===== src/rtl/layer_seq_ctrl.sv =====
`default_nettype none
// ============================================================================
// Module   : layer_seq_ctrl
// Purpose  : Sequencer for a time-multiplexed, masked fully-connected layer.
//            For each neuron it requests fresh mask shares, clears the
//            accumulator, steps through all inputs, adds the bias, and
//            writes the neuron result.
// Ports    : clk, rst       - clock, synchronous active-high reset
//            start          - begin one layer evaluation (sampled in IDLE)
//            hold           - datapath stall, freezes MAC stepping
//            mask_ack       - mask source has fresh shares this cycle
//            busy, done     - evaluation in progress / 1-cycle completion
//            mask_req       - request fresh mask shares
//            mask_load      - datapath latches mask shares this cycle
//            mac_clr        - clear accumulator shares
//            mac_en         - accumulate inputs[in_idx]*w[out_idx][in_idx]
//            bias_en        - add b[out_idx]
//            out_we         - write accumulator to outputs[out_idx]
//            in_idx,out_idx - current input column / neuron index
// Revision : 1.0 - initial release
// ============================================================================
module layer_seq_ctrl #(
   parameter int INPUT_SIZE  = 10,
   parameter int OUTPUT_SIZE = 10,
   parameter int IDX_W       = 4
) (
   input  logic             clk,
   input  logic             rst,
   input  logic             start,
   input  logic             hold,
   input  logic             mask_ack,
   output logic             busy,
   output logic             done,
   output logic             mask_req,
   output logic             mask_load,
   output logic             mac_clr,
   output logic             mac_en,
   output logic             bias_en,
   output logic             out_we,
   output logic [IDX_W-1:0] in_idx,
   output logic [IDX_W-1:0] out_idx
);

   typedef enum logic [2:0] {
      IDLE  = 3'd0,
      MASK  = 3'd1,
      CLEAR = 3'd2,
      MAC   = 3'd3,
      BIAS  = 3'd4,
      WRITE = 3'd5,
      DONE  = 3'd6
   } state_t;

   localparam logic [IDX_W-1:0] LAST_IN  = IDX_W'(INPUT_SIZE - 1);
   localparam logic [IDX_W-1:0] LAST_OUT = IDX_W'(OUTPUT_SIZE - 1);
   localparam logic [IDX_W-1:0] IDX_ONE  = IDX_W'(1);

   state_t           state, state_nxt;
   logic [IDX_W-1:0] in_cnt, in_nxt;
   logic [IDX_W-1:0] out_cnt, out_nxt;

   // Ungated strobe decodes; masked by rst below.
   logic busy_d, done_d, req_d, load_d, clr_d, mac_d, bias_d, we_d;

   always_ff @(posedge clk) begin
      if (rst) begin
         state   <= IDLE;
         in_cnt  <= '0;
         out_cnt <= '0;
      end else begin
         state   <= state_nxt;
         in_cnt  <= in_nxt;
         out_cnt <= out_nxt;
      end
   end

   always_comb begin
      state_nxt = state;
      in_nxt    = in_cnt;
      out_nxt   = out_cnt;
      busy_d    = 1'b0;
      done_d    = 1'b0;
      req_d     = 1'b0;
      load_d    = 1'b0;
      clr_d     = 1'b0;
      mac_d     = 1'b0;
      bias_d    = 1'b0;
      we_d      = 1'b0;

      case (state)
         IDLE: begin
            if (start) begin
               in_nxt    = '0;
               out_nxt   = '0;
               state_nxt = MASK;
            end
         end
         MASK: begin
            busy_d = 1'b1;
            req_d  = 1'b1;
            // mask_load is the one output that follows mask_ack in the
            // same cycle, so the shares are captured as soon as offered.
            if (mask_ack) begin
               load_d    = 1'b1;
               state_nxt = CLEAR;
            end
         end
         CLEAR: begin
            busy_d    = 1'b1;
            clr_d     = 1'b1;
            in_nxt    = '0;
            state_nxt = MAC;
         end
         MAC: begin
            busy_d = 1'b1;
            // A held cycle neither accumulates nor advances, so each
            // index gets exactly one accumulate cycle.
            if (!hold) begin
               mac_d = 1'b1;
               if (in_cnt == LAST_IN) begin
                  in_nxt    = '0;
                  state_nxt = BIAS;
               end else begin
                  in_nxt = in_cnt + IDX_ONE;
               end
            end
         end
         BIAS: begin
            busy_d    = 1'b1;
            bias_d    = 1'b1;
            state_nxt = WRITE;
         end
         WRITE: begin
            busy_d = 1'b1;
            we_d   = 1'b1;
            if (out_cnt == LAST_OUT) begin
               state_nxt = DONE;
            end else begin
               out_nxt   = out_cnt + IDX_ONE;
               state_nxt = MASK;
            end
         end
         DONE: begin
            done_d    = 1'b1;
            state_nxt = IDLE;
         end
         default: begin
            state_nxt = IDLE;
         end
      endcase
   end

   // Strobes are forced low in any cycle where rst is high so that an
   // abort suppresses a pending write or done pulse immediately.
   assign busy      = busy_d & ~rst;
   assign done      = done_d & ~rst;
   assign mask_req  = req_d  & ~rst;
   assign mask_load = load_d & ~rst;
   assign mac_clr   = clr_d  & ~rst;
   assign mac_en    = mac_d  & ~rst;
   assign bias_en   = bias_d & ~rst;
   assign out_we    = we_d   & ~rst;
   assign in_idx    = in_cnt;
   assign out_idx   = out_cnt;

endmodule
`default_nettype wire


===== config.mk =====
export PLATFORM = sky130hd
export DESIGN_NAME = layer_seq_ctrl
export DESIGN_NICKNAME = d
export VERILOG_FILES = /design/src/rtl/layer_seq_ctrl.sv
export SDC_FILE = /design/constraint.sdc
export NUM_CORES = 1
export LEC_CHECK = 0
export ABC_CLOCK_PERIOD_IN_PS = 2900
export CAP_MARGIN = 30
export CELL_PAD_IN_SITES_DETAIL_PLACEMENT = 2
export CELL_PAD_IN_SITES_GLOBAL_PLACEMENT = 2
export CORE_MARGIN = 2
export CORE_UTILIZATION = 29
export DETAILED_ROUTE_END_ITERATION = 10
export PLACE_DENSITY_LB_ADDON = 0.05
export SLEW_MARGIN = 25
export SYNTH_ARGS = -nofsm -noshare
export SYNTH_HDL_FRONTEND = slang
export SYNTH_SLANG_ARGS = --single-unit

===== constraint.sdc =====
create_clock -name clk -period 2.9 [get_ports clk]
set_input_delay 0.58 -clock clk [delete_from_list [all_inputs] [get_ports clk]]
set_output_delay 0.58 -clock clk [all_outputs]
set_load 0.01 [all_outputs]

==> impl_metrics.xml <==
<?xml version="1.0" encoding="UTF-8"?>
<metrics>
  <group name="clocking">
    <metric name="cts.root.buffer_cell" unit="">clkbuf_4</metric>
    <metric name="cts_buffers" unit="">3</metric>
    <metric name="cts_tree" unit="">done</metric>
    <metric name="ctsHtreeMaxLevel" unit="">1</metric>
    <metric name="later_pin_clock_latency_in_the_skew_report" unit="ps">270</metric>
    <metric name="clk_transition_reported_paths" unit="ps">90</metric>
    <metric name="clockBufferDepth" unit="">2</metric>
    <metric name="clock-sinks" unit="">11</metric>
    <metric name="post_cts_buffers" unit="">0</metric>
  </group>
  <group name="place">
    <metric name="dp_hpwl" unit="mm">1.87</metric>
    <metric name="gpl.final_weighted_congestion" unit="">0.786</metric>
    <metric name="number_of_buffers_inserted_by_port_buffering" unit="">20</metric>
  </group>
  <group name="die">
    <metric name="std_cell_rows" unit="">19</metric>
    <metric name="start_util" unit="%">29.9</metric>
    <metric name="boundaryPins" unit="">21</metric>
    <metric name="design.core.area" unit="mm^2">0.00269</metric>
    <metric name="die_outline_area" unit="mm^2">0.00320</metric>
    <metric name="die_w" unit="um">56.6</metric>
    <metric name="chipHeight" unit="um">56.6</metric>
  </group>
  <group name="final_layout">
    <metric name="final_cell_mix" unit="">clkdlybuf4s50_1, dfxtp_1, inv_1</metric>
    <metric name="filler_cell_count" unit="">322</metric>
    <metric name="areaGrowthSynthToFinish" unit="%">34.3</metric>
    <metric name="finalNetCount" unit="">130</metric>
    <metric name="mostFrequentLayoutCell" unit="">clkdlybuf4s50_1</metric>
    <metric name="layout.area.seq" unit="um^2">220</metric>
    <metric name="post-route-util" unit="%">40.1</metric>
    <metric name="area_used_by_multi_input_combinational_logic" unit="um^2">532</metric>
    <metric name="antenna_cells" unit="">0</metric>
    <metric name="fraction_of_layout_cells_with_a_size_suffix_above_1" unit="%">12.5</metric>
  </group>
  <group name="power">
    <metric name="p_int" unit="uW">257</metric>
    <metric name="power_share_of_the_combinational_group" unit="%">25.9</metric>
    <metric name="max-vdd-ir-drop" unit="mV">0.185</metric>
    <metric name="power_per_cell_area" unit="mW/mm^2">352</metric>
    <metric name="switching_share" unit="%">32.2</metric>
    <metric name="power.clock.fraction" unit="%">29.4</metric>
    <metric name="leakagePower" unit="uW">0.000386</metric>
    <metric name="power.switching" unit="uW">122</metric>
    <metric name="power_frac_seq" unit="%">44.8</metric>
  </group>
  <group name="logic_synthesis">
    <metric name="synth_nets" unit="">106</metric>
    <metric name="yosys_warnings" unit="">0</metric>
    <metric name="ys.flop_type" unit="">dfxtp_1</metric>
    <metric name="synth_seq_area_share" unit="%">27.5</metric>
    <metric name="netlist-cell-type-count" unit="">46</metric>
    <metric name="postSynthAreaPerCell" unit="um^2">8.27</metric>
    <metric name="synthArstFlopShare" unit="%">0</metric>
    <metric name="post_synth_instance_area" unit="um^2">802</metric>
    <metric name="syn_inst" unit="">97</metric>
    <metric name="synth_edf_count" unit="">0</metric>
    <metric name="count_of_state_elements_after_synthesis" unit="">11</metric>
  </group>
  <group name="worst_setup_path">
    <metric name="setup.reg_to_reg.worst_slack" unit="ps">1160</metric>
    <metric name="worstSetupStartpointType" unit="">input pin</metric>
    <metric name="cp.depth" unit="">5</metric>
    <metric name="crit_type" unit="">in -&gt; out</metric>
    <metric name="launching_instance_or_port_of_the_critical_path" unit="">rst</metric>
    <metric name="cp_max_fo" unit="">7</metric>
    <metric name="worst_r2r_endpoint" unit="">out_idx[2]</metric>
    <metric name="largest_stage_delay_worst_path" unit="ps">570</metric>
    <metric name="setup.worst_path.end_class" unit="">primary output</metric>
    <metric name="crit_top_cell" unit="">clkdlybuf4s50_1</metric>
    <metric name="critical_path.cell_chain" unit="">clkdlybuf4s50_1 -&gt; inv_1 -&gt; nand2_1 -&gt; nor3_1 -&gt; clkdlybuf4s50_1</metric>
    <metric name="cpMaxStageDelayCell" unit="">clkdlybuf4s50_1</metric>
    <metric name="depth_of_the_worst_register_to_register_path" unit="">3</metric>
    <metric name="critPathArrivalTime" unit="ps">2180</metric>
    <metric name="timing.critical_path.to" unit="">mac_clr</metric>
    <metric name="critical_path.top_delay_family" unit="">buffers and inverters</metric>
    <metric name="critical_path_required" unit="ps">2320</metric>
    <metric name="r2r-start" unit="">state[2]</metric>
    <metric name="timing.critical_path.buf_inv" unit="">3</metric>
  </group>
  <group name="global_routing">
    <metric name="first_global_vias" unit="">860</metric>
    <metric name="grt_start_max_net_pins" unit="">19</metric>
    <metric name="grt_usage" unit="%">17.0</metric>
    <metric name="number_of_antenna_violations_at_the_first_check_in_global_routing" unit="">0</metric>
    <metric name="grt_residual_overflow" unit="">0</metric>
    <metric name="first_pass_grt_wire_length" unit="mm">4.29</metric>
  </group>
  <group name="drt">
    <metric name="drc" unit="">0</metric>
    <metric name="drt_first_pass_iters" unit="">4</metric>
    <metric name="route.vias.total" unit="">836</metric>
    <metric name="starting_drc_count_in_detailed_routing" unit="">18</metric>
    <metric name="vias_per_cell" unit="">5.54</metric>
    <metric name="wl_per_cell" unit="um">16.8</metric>
    <metric name="drt-total-wl" unit="mm">2.54</metric>
    <metric name="ant_nets" unit="">0</metric>
  </group>
  <group name="sta">
    <metric name="timing.final.hold_violations" unit="">0</metric>
    <metric name="maxSlewViolCount" unit="">0</metric>
    <metric name="worst-slew-pin-transition" unit="ps">561</metric>
    <metric name="layout_worst_path_cycle_share" unit="%">95.3</metric>
    <metric name="timing.setup.tns" unit="ps">0</metric>
    <metric name="rsz_0062_raised_after_global_routing" unit="">no</metric>
    <metric name="clock-skew-final" unit="ps">7.98</metric>
    <metric name="setup_viol" unit="">0</metric>
    <metric name="max_slew_margin" unit="%">62.6</metric>
    <metric name="finalCriticalPeriod" unit="ps">2760</metric>
    <metric name="max_freq" unit="MHz">362</metric>
  </group>
  <group name="flow_run">
    <metric name="timing.max_cap.violations" unit="">0</metric>
  </group>
  <group name="hold_path">
    <metric name="holdCritPathClass" unit="">reg -&gt; reg</metric>
  </group>
  <group name="status">
    <metric name="status" unit="">completed</metric>
  </group>
</metrics>
metal layers:
| layer | GRT usage [%] | vias to the layer above | share of wire [%] |
|---|---|---|---|
| li1 | - | 413 | - |
| met2 | 27.7 | 19 | 47 |
| met4 | 5.10 | 0 | 0.83 |
| met3 | 2.76 | 2 | 4.3 |
| met5 | 0 | - | 0 |
| met1 | 23.0 | 402 | 48 |
what timing repair did:
item,4_1_cts,5_1_grt
gates resized for setup,0,1
setup endpoints to repair,0,1
hold buffers,0,0
power by group through the flow:
stage,combinational (uW),sequential (uW),clock [uW]
2_1_floorplan,67.0,165,0
3_3_place_gp,95.3,174,0
3_5_place_dp,97.5,173,0
4_1_cts,98.0,170,116
5_1_grt,109,172,130
6_report,98.1,170,111
cell families (layout without fill, tap and decap cells):
group           after synthesis  count (layout)  synth area share, %
buf+inv                      13              36                 6.86
simple gates                 40              40                 31.0
compound gates               29              29                 28.4
fa+ha+maj                     4               4                 6.24
flops                        11              11                 27.5
synth_stat cells, drive strengths merged, types with 2 or more instances:
cell type / instances / share of area, %
nor2: 3 / 1.4
inv: 7 / 3.3
o21ai: 4 / 2.5
nand3b: 3 / 2.8
a221oi: 2 / 3.0
nand4b: 2 / 2.2
o211a: 2 / 2.5
nand2: 5 / 2.3
and3b: 2 / 2.2
o311ai: 2 / 2.2
or4: 2 / 1.9
or2: 3 / 2.3
a21oi: 5 / 3.6
ha: 4 / 6.2
and3: 2 / 1.6
o32ai: 2 / 2.2
nor2b: 2 / 1.6
o2111ai: 2 / 2.2
nor3: 5 / 3.1
buf: 3 / 2.2
dfxtp: 11 / 27
nand2b: 4 / 3.1
nand3: 2 / 1.2
clkbuf: 2 / 0.94
through the flow:
step	setup slack (ps)	area, um^2	power (uW)	hold slack [ps]	instances
5_1_grt	13.2	1080	411	572	151
6_report	137	1080	379	539	151
3_3_place_gp	209	1050	269	517	147
4_1_cts	119	1070	383	543	151
3_5_place_dp	137	1050	271	532	147
2_1_floorplan	1190	802	232	533	97
registers in the layout (all words and copies together), names as in the netlist:
signal / count
in_idx: 4
out_idx: 4
state: 3
worst min-delay path by stage:
stage | startpoint | endpoint | slack [ps] | cells after the start
after floorplan | in_idx[2] | in_idx[2] | 530 | 2
after global placement | in_idx[3] | in_idx[3] | 520 | 1
after detailed placement | in_idx[2] | in_idx[2] | 530 | 2
after CTS | in_idx[2] | in_idx[2] | 540 | 2
after global routing | in_idx[2] | in_idx[2] | 570 | 2
final | in_idx[3] | in_idx[3] | 540 | 1
cell type report:
type / instances / share of cell area [%]
inverter: 8 / 2.79
multi-input combinational: 73 / 49.4
sequential: 11 / 20.4
clock buffer: 4 / 2.44
tap: 31 / 3.60
timing repair buffer: 24 / 21.4
(Power assumes the default switching activity.)
